File: src/rtl/rip_fetch.sv
// rip_fetch: instruction fetch stage - owns the PC, keeps one imem request in flight, buffers words in a FIFO.
// Optional feature macro RIP_FETCH_MISALIGN_FAULT_EN: misaligned redirect targets raise fetch_fault and halt fetch.
module rip_fetch #(
    parameter logic [31:0] RESET_PC   = 32'h0000_0000,
    parameter int          FIFO_DEPTH = 2
) (
    input  logic        clk,
    input  logic        rst_n,
    input  logic        ex_stall,
    input  logic        redirect,
    input  logic [31:0] redirect_pc,
    output logic        imem_req,
    output logic [31:0] imem_addr,
    input  logic        imem_gnt,
    input  logic        imem_rvalid,
    input  logic [31:0] imem_rdata,
    output logic        de_ready,
    output logic [31:0] inst_code,
    output logic [31:0] inst_pc,
    output logic        fetch_fault
);
    localparam int            AW      = (FIFO_DEPTH > 1) ? $clog2(FIFO_DEPTH) : 1;
    localparam int            CW      = AW + 1;
    localparam logic [CW-1:0] DEPTH_C = CW'(FIFO_DEPTH);
    localparam logic [31:0]   NOP     = 32'h0000_0013;

    typedef enum logic [1:0] {IDLE, REQ, WAIT, DROP} state_t;

    state_t         state, state_nxt;
    logic [31:0]    pc, pc_of_req, tgt_pc;
    logic [31:0]    fifo_code [FIFO_DEPTH];
    logic [31:0]    fifo_pc   [FIFO_DEPTH];
    logic [AW-1:0]  rd_ptr, wr_ptr;
    logic [CW-1:0]  count, count_nxt;
    logic           push, pop, grant, empty;
    logic           fault, fault_nxt, tgt_bad;

    assign tgt_pc = redirect_pc & 32'hFFFF_FFFC;

`ifdef RIP_FETCH_MISALIGN_FAULT_EN
    assign tgt_bad = |redirect_pc[1:0];

    always_ff @(posedge clk) begin
        if (!rst_n)
            fault <= 1'b0;
        else if (redirect)
            fault <= tgt_bad;
    end
`else
    assign tgt_bad = 1'b0;
    assign fault   = 1'b0;
`endif

    assign fault_nxt   = redirect ? tgt_bad : fault;
    assign fetch_fault = fault;

    // Decode side is purely combinational from FIFO state; redirect blocks the pop it would flush anyway.
    assign empty     = (count == '0);
    assign pop       = !empty && !ex_stall && !redirect;
    assign de_ready  = pop;
    assign inst_code = empty ? NOP   : fifo_code[rd_ptr];
    assign inst_pc   = empty ? 32'h0 : fifo_pc[rd_ptr];

    // A redirect withdraws the request combinationally so memory never grants a flushed address.
    assign imem_req  = (state == REQ) && !redirect;
    assign imem_addr = pc;

    assign push      = (state == WAIT) && imem_rvalid && !redirect;
    assign count_nxt = count + CW'(push) - CW'(pop);

    always_comb begin
        state_nxt = state;
        grant     = 1'b0;
        case (state)
            IDLE: begin
                if (!fault_nxt && (redirect || count < DEPTH_C))
                    state_nxt = REQ;
            end
            REQ: begin
                if (redirect)
                    state_nxt = IDLE;
                else if (imem_gnt) begin
                    grant     = 1'b1;
                    state_nxt = WAIT;
                end
            end
            WAIT: begin
                if (redirect)
                    state_nxt = imem_rvalid ? IDLE : DROP;
                else if (imem_rvalid)
                    state_nxt = (count_nxt < DEPTH_C) ? REQ : IDLE;
            end
            DROP: begin
                if (imem_rvalid)
                    state_nxt = IDLE;
            end
            default: state_nxt = IDLE;
        endcase
    end

    always_ff @(posedge clk) begin
        if (!rst_n) begin
            state  <= IDLE;
            pc     <= RESET_PC;
            rd_ptr <= '0;
            wr_ptr <= '0;
            count  <= '0;
        end else begin
            state <= state_nxt;
            if (redirect)
                pc <= tgt_pc;
            else if (grant)
                pc <= pc + 32'd4;
            if (redirect) begin
                rd_ptr <= '0;
                wr_ptr <= '0;
                count  <= '0;
            end else begin
                if (push)
                    wr_ptr <= wr_ptr + AW'(1);
                if (pop)
                    rd_ptr <= rd_ptr + AW'(1);
                count <= count_nxt;
            end
        end
    end

    // Datapath storage: only ever read when qualified by state or a non-empty count.
    always_ff @(posedge clk) begin
        if (grant)
            pc_of_req <= pc;
        if (push) begin
            fifo_code[wr_ptr] <= imem_rdata;
            fifo_pc[wr_ptr]   <= pc_of_req;
        end
    end
endmodule

File: config.mk
export PLATFORM = sky130hd
export DESIGN_NAME = rip_fetch
export DESIGN_NICKNAME = d
export VERILOG_FILES = /design/src/rtl/rip_fetch.sv
export SDC_FILE = /design/constraint.sdc
export NUM_CORES = 1
export LEC_CHECK = 0
export CORE_ASPECT_RATIO = 0.5
export CORE_UTILIZATION = 46
export DETAILED_ROUTE_END_ITERATION = 16
export GPL_TIMING_DRIVEN = 0
export HOLD_SLACK_MARGIN = 0.08
export PLACE_DENSITY = 0.86
export SLEW_MARGIN = 30
export SYNTH_ARGS = -nofsm -noshare
export SYNTH_HDL_FRONTEND = slang
export SYNTH_SLANG_ARGS = --single-unit
export TNS_END_PERCENT = 50
File: constraint.sdc
create_clock -name clk -period 4.5 [get_ports clk]
set_clock_uncertainty 0.2 [all_clocks]
set_input_delay 0.675 -clock clk [delete_from_list [all_inputs] [get_ports clk]]
set_output_delay 0.675 -clock clk [all_outputs]
set_load 0.005 [all_outputs]
== Word level (Yosys, flattened, before mapping) ==
Memory sizes are Yosys's and may differ from the RTL's. A register that Yosys moved wholly into a read port is not among the register bits.
Index checks and enable logic that the tools add are counted.

* Reductions and logical operators: 14
* Muxes and demuxes: 22
* Add/subtract/negate cells: 5
* Bitwise operators: 1
* Eq/ne operators: 7
* Magnitude comparators: 2

{| class="wikitable"
|+ Operators by type and width
! kind !! count
|-
| $mux 32 || 4
|-
| $add 32x3->32 const B || 1
|-
| $mux 2 || 7
|-
| $mux 1 || 10
|-
| $pmux 2 s4 || 1
|-
| $ne 3x3->1 const B || 2
|-
| $logic_and 1x1->1 || 5
|-
| $eq 2x2->1 const B || 2
|-
| $logic_not 2->1 || 2
|-
| $lt 2x2->1 const B || 2
|-
| $ne 2x2->1 const B || 2
|-
| $reduce_and 4->1 || 1
|-
| $logic_not 1->1 || 3
|-
| $add 1x1->1 const B || 2
|-
| $add 2x1->2 || 1
|-
| $eq 2x1->1 const B || 1
|-
| $reduce_bool 2->1 || 1
|-
| $reduce_or 2->1 || 1
|-
| $sub 2x1->2 || 1
|-
| $logic_or 1x1->1 || 1
|-
| $not 1->1 || 1
|}

* Bits in registers: 70
* Logic and storage cells: 60
* Memories kept: 2
* Memory bits (writable): 128

{| class="wikitable"
|+ Memories
! name !! words !! width !! read ports !! clocked after memory_dff !! write ports !! RTL line !! text
|-
| fifo_code || 2 || 32 || 1 || 1 || 1 || 31 || <nowiki>logic [31:0] fifo_code [FIFO_DEPTH];</nowiki>
|-
| fifo_pc || 2 || 32 || 1 || 1 || 1 || 32 || <nowiki>logic [31:0] fifo_pc [FIFO_DEPTH];</nowiki>
|}

== Logic depth before layout (Yosys ltp) ==
* Word-level depth: 10
* Gate-level depth with buffers: 10
* Mapped depth without buffers: 9

== Worst setup path after synthesis ==
OpenSTA, ideal clock, no wires.

* Path type: input to register
* Start: input port redirect
* End: memory fifo_code[0][0], enable pin
* Slack: 57 ps
* Data required time: 3818 ps
* Arrival time: 3761 ps
* Cell stages on the path: 4
* Library setup time: 482 ps
* Buffers on the path: 1
* Cell sequence: clkbuf_1 -> nor2_1 -> nand3_1 -> nor2_1

* Word-level cells in the longest chain between the ends: 4

{| class="wikitable"
|+ RTL lines
! element !! RTL line !! text
|-
| start: declaration || 10 || <nowiki>input logic redirect,</nowiki>
|-
| $logic_not 1->1 || 68 || <nowiki>assign push = (state == WAIT) && imem_rvalid && !redirect;</nowiki>
|-
| $logic_and 1x1->1 || 68 ||
|-
| $mux 1 || 132 || <nowiki>if (push) begin</nowiki>
|-
| $mux 1 (not written as such) || 133 || <nowiki>fifo_code[wr_ptr] <= imem_rdata;</nowiki>
|-
| end: declaration || 31 ||
|}

No other way between the ends.

== Worst setup path after layout ==
* Start: register count[1]
* End: output port inst_pc[21]

* Word-level cells in the longest chain between the ends: 2

{| class="wikitable"
|+ RTL lines
! element !! RTL line !! text
|-
| start: declaration || 34 || <nowiki>logic [CW-1:0] count, count_nxt;</nowiki>
|-
| start signal: assignment || 123 || <nowiki>count <= count_nxt;</nowiki>
|-
| $logic_not 2->1 || 58 || <nowiki>assign empty = (count == '0);</nowiki>
|-
| $mux 32 || 62 || <nowiki>assign inst_pc = empty ? 32'h0 : fifo_pc[rd_ptr];</nowiki>
|-
| end: declaration || 19 || <nowiki>output logic [31:0] inst_pc,</nowiki>
|}

No other way between the ends.

==> flow_summary.ini <==
[floorplan]
dieArea_sq_um = 17300
die_h_um = 93.4
initial_core_util = 0.485
rows = 32
die_x_um = 185
coreArea_sq_um = 15900
pin_count = 169

[detailed_routing]
first_iter_violations = 375
dr.pass1.iters = 5
antenna_left = 0
drt-total-wl_mm = 18.1
post_drt_via_cell_ratio = 5.47
drc = 0
vias = 5390
routedWlPerCell_um = 18.4

[logic_synthesis]
synthMuxAreaShare = 0.0849
synth-edff-count = 154
synth_xor_area_frac = 0.0137
async_flop_share = 0
synth_compound_area_frac = 0.0595
synth_fa_ha_area_frac = 0.00488
ys_seq_area_frac = 0.697
ys_seq_elements = 191
synthCells = 561
synthDistinctLibCells = 46
synth_top_family_by_area = simple AND/OR/NAND/NOR gates
synth_simple_gate_area_frac = 0.114
ys.flop_type = edfxtp_1
synth.cell_area_sq_um = 7690
synth_warnings = 0
avgSynthCellArea_sq_um = 13.7

[sta]
rsz0062_at_grt = false
maxClockFrequency_mhz = 268
worstMarginPinSlew_ns = 0.843
period_needed_ns = 3.73
period_share = 0.828
relSlewSlack = 0.437
drv_slew = 0
setup_viol = 0
setup_ws_ns = 0.773
hold_viol_final = 0

[min_path]
hold_class = reg2reg
min_from = pc_of_req[20]$_DFFE_PP_

[finish]
final_nets = 824
antenna_cells = 0
nFillCells = 1128
area_growth_pct = 34.9
final_layout_size_suffix_gt1_frac = 0.0681
fin_area_sq_um = 10400

[global_routing]
overflow = 0
grt_pass1_vias = 5520
track_usage = 0.217
antenna_found_initial = 0
grt_pass1_wl_mm = 28.2
grt_start_max_net_pins = 37

[clock_tree]
root_buffer = clkbuf_16
clock_latency_ns = 0.43
clk_path_buf_depth = 2
cts_buffers = 17
cts_setup_buffers = 0
cts.clk_slew.worst_paths_ns = 0.08
clock-sinks = 191
hold_buffers = 0
post_cts_resized = 0
htreeDepth = 4
cts_tree = built

[power_and_ir_drop]
pwr-share-comb = 0.055
switching_share = 0.225
p_switching_mw = 0.829
pwr-share-clk = 0.409
power_density_nw_per_um2 = 354
p_seq_frac = 0.536
vdd_drop_max_uv = 300
p_leak_nw = 3.29
total_power_mw = 3.68
p_int_mw = 2.85

[critical_path]
r2r_start = count[1]$_SDFF_PP0_
arrival_ns = 2.85
startpoint_type = flop
cpMostUsedCell = nor2_1
worstPathCellList = nor2_1, clkbuf_1, buf_1, nor2_1, clkdlybuf4s50_1
worst_ep_required_time_ns = 3.62
critical_path_class = reg2out
cp_max_fo = 10
critPathTopFamily = buffers and inverters
worst_path_max_delay_cell = nor2_1
timing.critical_path.from = count[1]$_SDFF_PP0_
crit_path_end_kind = output pin
cpPeakStageDelay_ns = 0.63
crit_buf_inv = 3

[flow_run]
maxCapViolCount = 0

[place]
globalplace.congestion = 0.836
hpwl_mm = 12.6
place_area_sq_um = 9780
io_buffer_count = 161
place_ws_ns = 0.958

[status]
status = completed
## synth_stat cells, types with 2 or more instances
cell / count / share of area
edfxtp_1: 154 / 0.60
nor2_1: 78 / 0.038
mux2i_1: 63 / 0.082
dfxtp_1: 37 / 0.096
o21ai_0: 25 / 0.016
clkbuf_1: 24 / 0.012
nand2_1: 18 / 0.0088
nand3_1: 15 / 0.0098
a31oi_1: 12 / 0.0098
nand4_1: 12 / 0.0098
or4_1: 11 / 0.011
inv_1: 9 / 0.0044
or3_1: 8 / 0.0065
a21oi_1: 7 / 0.0046
nor3_1: 7 / 0.0046
o31ai_1: 7 / 0.0068
xnor2_1: 7 / 0.0080
and3_1: 5 / 0.0041
buf_4: 5 / 0.0049
xor2_1: 5 / 0.0057
a311oi_1: 4 / 0.0046
buf_1: 4 / 0.0020
and2_1: 3 / 0.0024
and4_1: 3 / 0.0034
ha_1: 3 / 0.0049
nand2b_1: 3 / 0.0024
nor2b_1: 3 / 0.0024
o211ai_1: 3 / 0.0029
o21a_1: 3 / 0.0029
o31a_1: 3 / 0.0034
a211oi_1: 2 / 0.0020
mux2_2: 2 / 0.0029
nor4_1: 2 / 0.0016
o311a_1: 2 / 0.0026
## sequential cells by signal, indices dropped and copies added, names as in the netlist, named ones only
name	count
rd_ptr	1
fifo_pc	60
count	2
fifo_code	64
imem_addr	30
wr_ptr	1
state	2
pc_of_req	30
## kinds of logic (layout without fill, tap and decap cells)
logic type	after synthesis	count (layout)
AOI/OAI and AO/OA	71	71
xor gates and xnor gates	12	12
and+or+nand+nor	174	174
buffers and inverters	44	243
other	1	5
adders and majority gates	3	3
muxes	65	65
DFF	191	191
## cell type report
| type | instances | area, sq um | share of cell area |
|---|---|---|---|
| Timing Repair Buffer | 167 | 1780 | 0.171 |
| Sequential cell | 191 | 5370 | 0.517 |
| Inverter | 9 | 33.8 | 0.00326 |
| Clock inverter | 14 | 171 | 0.0165 |
| Tap cell | 221 | 277 | 0.0266 |
| Clock buffer | 18 | 429 | 0.0414 |
| Multi-Input combinational cell | 330 | 2170 | 0.209 |
| Buffer | 35 | 159 | 0.0153 |
## power groups by stage
stage	Clock [mW]	Sequential [mW]	Combinational [mW]
after global placement	0	2.01	0.190
final	1.50	1.97	0.202
after detailed placement	0	2.01	0.197
after CTS	1.52	1.97	0.200
after floorplan	0	2.00	0.0665
after global routing	1.59	1.98	0.216
## layer usage
metal | global-route usage | up-vias | wire (um)
met5 | 0 | - | 0
met4 | 0.112 | 0 | 488
met3 | 0.0475 | 35 | 1100
met2 | 0.372 | 232 | 9160
met1 | 0.260 | 2630 | 7390
li1 | - | 2493 | -
## metrics by stage
stage	hold WS, ns	instances	setup TNS, ns	util
after CTS	0.248	985	0	0.655
after detailed placement	0.230	953	0	0.617
final	0.248	985	0	0.655
after global placement	0.223	947	-240.12	0.605
after global routing	0.252	985	0	0.655
after floorplan	0.221	565	0	-
## worst paths after layout
check | end | slack, ns | cells after the start
hold / removal | fifo_pc[1][20]$_DFFE_PP_ | 0.25 | 0
setup reg to reg | state[0]$_SDFFE_PN0P_ | 1.61 | 9
setup / recovery | inst_pc[21] | 0.77 | 5
hold reg to reg | fifo_pc[1][20]$_DFFE_PP_ | 0.25 | 0
## cells in the final DEF, fill, tap and decap left out, types with 5 or more instances in the layout
cell	Yosys	layout
clkdlybuf4s50_1	0	161
edfxtp_1	154	154
nor2_1	78	76
mux2i_1	63	63
dfxtp_1	37	37
clkbuf_1	24	25
o21ai_0	25	25
nand2_1	18	18
clkbuf_16	0	17
nand3_1	15	15
nand4_1	12	12
a31oi_1	12	12
or4_1	11	11
inv_1	9	8
or3_1	8	8
nor3_1	7	7
a21oi_1	7	7
o31ai_1	7	7
xnor2_1	7	7
buf_16	0	6
and3_1	5	5
xor2_1	5	5
buf_4	5	5
conb_1	1	5
inv_6	0	5
(Power assumes the default switching activity.)
